## config.mk

```make
export PLATFORM = sky130hd
export DESIGN_NAME = signo_hyst
export DESIGN_NICKNAME = d
export VERILOG_FILES = /design/src/rtl/signo_pkg.sv /design/src/rtl/signo_dwell_cnt.sv /design/src/rtl/signo_hyst.sv
export SDC_FILE = /design/constraint.sdc
export NUM_CORES = 1
export LEC_CHECK = 0
export ABC_AREA = 1
export CAP_MARGIN = 20
export CORE_AREA = 2 2 77 79
export DETAILED_ROUTE_END_ITERATION = 10
export DIE_AREA = 0 0 79 81
export PLACE_DENSITY = 0.9
export SLEW_MARGIN = 30
export SYNTH_ARGS = -nofsm -noshare
export SYNTH_HDL_FRONTEND = slang
export SYNTH_HIERARCHICAL = 1
export SYNTH_SLANG_ARGS = --single-unit
```

## constraint.sdc

```tcl
create_clock -name clk -period 3.75 [get_ports clk]
set_input_delay 0.5625 -clock clk [delete_from_list [all_inputs] [get_ports clk]]
set_output_delay 0.5625 -clock clk [all_outputs]
set_load 0.01 [all_outputs]
```

## src/rtl/signo_pkg.sv

```systemverilog
// ============================================================================
// Module : signo_pkg
// Brief  : Shared state encoding and +/-1 decode helpers for signo_hyst.
// Rev    : 1.0  initial release
// ============================================================================
`default_nettype none

package signo_pkg;

  typedef enum logic {
    ST_POS = 1'b0,
    ST_NEG = 1'b1
  } state_t;

  localparam int DW_MAX   = 32;
  localparam int WORD_MAX = 64;

  // +1 or -1 in the low r bits; the upper bits are left at zero.
  function automatic logic [WORD_MAX-1:0] sgn_word(input int r, input state_t st);
    logic [WORD_MAX-1:0] w;
    if (st == ST_POS) w = {{(WORD_MAX-1){1'b0}}, 1'b1};
    else              w = ({{(WORD_MAX-1){1'b0}}, 1'b1} << r) - {{(WORD_MAX-1){1'b0}}, 1'b1};
    return w;
  endfunction

  function automatic logic [1:0] sgn_2b(input state_t st);
    return (st == ST_POS) ? 2'b01 : 2'b11;
  endfunction

endpackage

`default_nettype wire

```

## src/rtl/signo_dwell_cnt.sv

```systemverilog
// ============================================================================
// Module : signo_dwell_cnt
// Brief  : Saturating consecutive-event counter; fires when the run reaches
//          max(threshold,1) and clears itself on fire or on a missing event.
// Rev    : 1.0  initial release
// ============================================================================
`default_nettype none

module signo_dwell_cnt #(
  parameter int DW = 8
) (
  input  logic          clk,
  input  logic          rst,
  input  logic          i_evt,
  input  logic [DW-1:0] i_thr,
  output logic          o_fire
);

  logic [DW-1:0] r_dc;
  logic [DW:0]   w_thr;
  logic [DW:0]   w_next;

  assign w_thr  = (i_thr == '0) ? {{DW{1'b0}}, 1'b1} : {1'b0, i_thr};
  assign w_next = {1'b0, r_dc} + {{DW{1'b0}}, 1'b1};
  // The live threshold is used, so lowering it below the run fires at once.
  assign o_fire = i_evt && (w_next >= w_thr);

  always_ff @(posedge clk) begin
    if (rst) begin
      r_dc <= '0;
    end else if (!i_evt || o_fire) begin
      r_dc <= '0;
    end else if (r_dc != {DW{1'b1}}) begin
      r_dc <= w_next[DW-1:0];
    end
  end

endmodule

`default_nettype wire

```

## src/rtl/signo_hyst.sv

```systemverilog
// ============================================================================
// Module : signo_hyst
// Brief  : Hysteretic, dwell-qualified sign extractor with registered +/-1
//          outputs, crossing pulses and a wrapping crossing counter.
// Rev    : 1.0  initial release
// ============================================================================
`default_nettype none

module signo_hyst
  import signo_pkg::*;
#(
  parameter int R  = 14,
  parameter int DW = 8,
  parameter int CW = 16
) (
  input  logic          clk,
  input  logic          rst,
  input  logic [R-1:0]  in,
  input  logic [R-2:0]  hyst,
  input  logic [DW-1:0] dwell,
  input  logic          clr_cnt,
  output logic [R-1:0]  out,
  output logic [1:0]    out2bits,
  output logic          cross_p,
  output logic          cross_n,
  output logic [CW-1:0] cross_cnt
);

  state_t        r_state;
  logic          r_cross_p;
  logic          r_cross_n;
  logic [CW-1:0] r_cnt;

  state_t        w_state_nxt;
  logic          w_cross_p_nxt;
  logic          w_cross_n_nxt;
  logic [CW-1:0] w_cnt_nxt;

  logic signed [R:0] w_in_x;
  logic signed [R:0] w_hyst_x;
  logic              w_qual;
  logic              w_fire;
  logic [WORD_MAX-1:0] w_word;

  // One extra bit keeps -hyst and full-scale inputs free of overflow.
  assign w_in_x   = {in[R-1], in};
  assign w_hyst_x = {2'b00, hyst};
  assign w_qual   = (r_state == ST_POS) ? (w_in_x < -w_hyst_x) : (w_in_x > w_hyst_x);

  signo_dwell_cnt #(
    .DW (DW)
  ) u_dwell (
    .clk    (clk),
    .rst    (rst),
    .i_evt  (w_qual),
    .i_thr  (dwell),
    .o_fire (w_fire)
  );

  always_comb begin
    w_state_nxt   = r_state;
    w_cross_p_nxt = 1'b0;
    w_cross_n_nxt = 1'b0;
    w_cnt_nxt     = r_cnt;
    if (w_fire) begin
      w_state_nxt   = (r_state == ST_POS) ? ST_NEG : ST_POS;
      w_cross_p_nxt = (r_state == ST_NEG);
      w_cross_n_nxt = (r_state == ST_POS);
      w_cnt_nxt     = r_cnt + {{(CW-1){1'b0}}, 1'b1};
    end
    if (clr_cnt) begin
      w_cnt_nxt = w_fire ? {{(CW-1){1'b0}}, 1'b1} : '0;
    end
  end

  always_ff @(posedge clk) begin
    if (rst) begin
      r_state   <= ST_POS;
      r_cross_p <= 1'b0;
      r_cross_n <= 1'b0;
      r_cnt     <= '0;
    end else begin
      r_state   <= w_state_nxt;
      r_cross_p <= w_cross_p_nxt;
      r_cross_n <= w_cross_n_nxt;
      r_cnt     <= w_cnt_nxt;
    end
  end

  assign w_word    = sgn_word(R, r_state);
  assign out       = w_word[R-1:0];
  assign out2bits  = sgn_2b(r_state);
  assign cross_p   = r_cross_p;
  assign cross_n   = r_cross_n;
  assign cross_cnt = r_cnt;

endmodule

`default_nettype wire

```

==> flow_metrics.tcl <==
set metrics [dict create \
    finalMaxSlewViolations 0 \
    chipHeight_um 81 \
    reg2reg_to "cross_cnt[14]" \
    yosysWarningCount 6 \
    clk_pin_slew_ps 90 \
    reg2reg_slack_ps 850 \
    p_leak_uw 0.001843 \
    holdPathStages 2 \
    cts_max_path_buffers 2 \
    setup_violations 0 \
    layout.nets 544 \
    num_io_pins 72 \
    skew_ps 7.565 \
    grt-ovfl-total 0 \
    holdBufCountCts 0 \
    grt_pass1_vias 2613 \
    port_buffers 69 \
    placed_area_sq_mm 0.003510 \
    dr.pass1.iters 4 \
    synthCells 378 \
    power_density_mw_per_mm2 178.0 \
    crit_type "in2reg" \
    hold_class "reg2reg" \
    die_w_um 79 \
    vias 2746 \
    r2r-start "u_dwell/r_dc[0]" \
    hold_viol 0 \
    syn_area_per_cell_sq_um 6.971 \
    hold_start "cross_cnt[7]" \
    synth_top_area_cell "dfxtp_1" \
    dieArea_sq_mm 0.006399 \
    worst_setup_path_end_kind "register" \
    fmax_mhz 289.4 \
    grt_use_total_pct 20.02 \
    path_buf_inv 5 \
    grt_first_pass_wirelength_um 10630 \
    viasPerCell 5.066 \
    max_stage_delay_ps 450 \
    min_to "cross_cnt[7]" \
    cts_buffers 3 \
    busiest_layer "met2" \
    clk_latency_ps 270 \
    clkSinkCount 27 \
    crit_family "simple AND/OR/NAND/NOR gates" \
    cp_common_cell "nand2_1" \
    cts_tree "done" \
    routed_wirelength_um 6761 \
    peakVddDrop_v 0.0002575 \
    outcome "completed" \
    grt_util_met3_pct 2.556 \
    ys_seq_elements 27 \
    gpl.final_weighted_congestion 0.8770 \
    start_util_pct 46.43 \
    final_util_pct 64.57 \
    worst_pin_slew_ps 711.4 \
    maxCapViolations 0 \
    syn-cell-area_sq_mm 0.002635 \
    fillers 477 \
    ys_types 34 \
    synth_top_area_share_pct 20.51 \
    r2r_cells 21 \
    diodes 0 \
    cp-start-kind "input pin" \
    cts_max_level 1 \
    globalRouteMet1Util_pct 22.44 \
    crit_slowest_cell "clkdlybuf4s50_1" \
    use_met2_pct 39.92 \
    cts_root_buffer "clkbuf_8" \
    final_area_sq_mm 0.003665 \
    slew_headroom_pct 52.40 \
    area_growth_pct 39.08 \
    antenna_left 0 \
    synth_seq_area_share_pct 20.51 \
    drc 0 \
    grt_max_degree 18 \
    min_period_over_period_pct 92.13 \
    arrival_ps 3640 \
    netlist_top_cells_area "dfxtp_1 21%, ha_1 18%, nand2_1 12%, inv_1 8.5%, a21oi_1 5.1%" \
    drive_gt1_share_pct 17.34 \
    core_sq_mm 0.005675 \
    grt_antenna_before_repair 0 \
    worst_ep_required_time_ps 3930 \
    dp_hpwl_um 5447 \
    cp_max_fo 3 \
    rows 28 \
    drt_iter0_drc 67 \
    wire_per_inst_um 12.47 \
    power_uw 652.2 \
    layout_min_cycle_time_ps 3455 \
]
## where the power goes
group / internal (uW) / switching (uW) / total (uW) / leakage (uW)
registers: 288 / 2.73 / 291 / 0.000218
logic: 96.5 / 99.3 / 196 / 0.00160
clock network: 76.1 / 89.1 / 165 / 0.0000228
## routing by layer
| metal | up-vias | wire length [um] |
|---|---|---|
| li1 | 1384 | - |
| met1 | 1272 | 2793 |
| met2 | 74 | 3592 |
| met3 | 16 | 226 |
| met4 | 0 | 150 |
| met5 | - | 0 |
## metrics by stage
step | hold slack, ps | setup WS [ps] | setup TNS, ps | std cells
finish | 490.2 | 295.0 | 0 | 542
global route | 526.4 | -25.77 | -49.40 | 542
CTS | 494.7 | 24.03 | 0 | 538
detailed placement | 476.2 | -248.4 | -1707 | 534
global placement | 474.1 | -93.44 | -514.1 | 534
floorplan | 498.7 | 321.9 | 0 | 379
## worst register-to-register path, stage by stage (launching register included)
cell     delay (ps)
dfxtp_1         420
ha_1            230
nand3_2         130
xnor2_1         170
ha_1            310
nand2_1          70
inv_1            70
nand3_1          70
nand3_1          80
nand2_1          50
nand2_1          70
nand2_1         120
a21oi_2         230
nor2_4           80
nor2_4          120
nand2_2          80
nor2_4          120
nand3_1          90
nand2_1         110
o21ai_0          80
nand2_1          80
inv_1            30
## cell type report
cell class / instances / area, sq um / share of cell area [%]
clock buffers: 4 / 45.04 / 1.229
well taps: 75 / 93.84 / 2.561
flip-flops and latches: 27 / 540.5 / 14.75
multi-input cells: 269 / 1782 / 48.62
repair buffers: 101 / 950.9 / 25.95
inverters: 66 / 252.7 / 6.897
## cells by family (layout without fill, tap and decap cells)
kind of cell / count (synthesis) / after routing / synth area share [%]
other: 1 / 2 / 0.1423
XOR/XNOR: 14 / 14 / 5.223
AO/OA/AOI/OAI: 41 / 41 / 8.214
flip-flops: 27 / 27 / 20.51
AND/OR/NAND/NOR: 174 / 174 / 33.57
buffers and inverters: 83 / 171 / 14.29
adder cells (fa/ha/maj): 38 / 38 / 18.04
## Yosys cell counts (all sizes together)
| cell | number |
|---|---|
| nand2 | 85 |
| inv | 65 |
| nor2 | 43 |
| ha | 38 |
| a21oi | 27 |
| dfxtp | 27 |
| nand3 | 24 |
| buf | 16 |
| o21ai | 10 |
| xor2 | 10 |
| nand4 | 9 |
| nor3 | 8 |
| xnor2 | 4 |
| nor4 | 2 |
| o21bai | 2 |
| a211oi | 1 |
| a31o | 1 |
| and3 | 1 |
| clkbuf | 1 |
| clkinv | 1 |
| conb | 1 |
| nand3b | 1 |
| nor3b | 1 |
## placed cells by master (no fill, tap or decap), drive strengths merged, types with 2 or more instances in the layout
cell type	instances
xnor2	4
clkbuf	4
nand2	85
buf	32
o21ai	10
nor3	8
nor2	43
ha	38
nor4	2
xor2	10
nand4	9
conb	2
o21bai	2
a21oi	27
nand3	24
dlymetal6s2s	8
inv	65
dfxtp	27
clkdlybuf4s50	61
## worst max-delay path by stage
stage,startpoint,end,cells after the start,slack [ps]
6_report,hyst[7],cross_cnt[14],27,290
5_1_grt,hyst[7],cross_cnt[8],27,-30
4_1_cts,hyst[1],cross_cnt[8],29,20
3_5_place_dp,hyst[1],cross_cnt[8],29,-250
3_3_place_gp,hyst[1],cross_cnt[8],28,-90
2_1_floorplan,hyst[1],cross_cnt[14],28,320
## registers in the layout, indices dropped and copies added (netlist names)
signal and cells:
cross_cnt 16, u_dwell/r_dc 8, cross_n 1, cross_p 1, r_state 1
## timing repair
action                     in CTS  in global routing
setup endpoints to repair       0                 12
setup buffers                   0                  5
gates resized for setup         0                 26
Power figures use the tool's default switching activity.
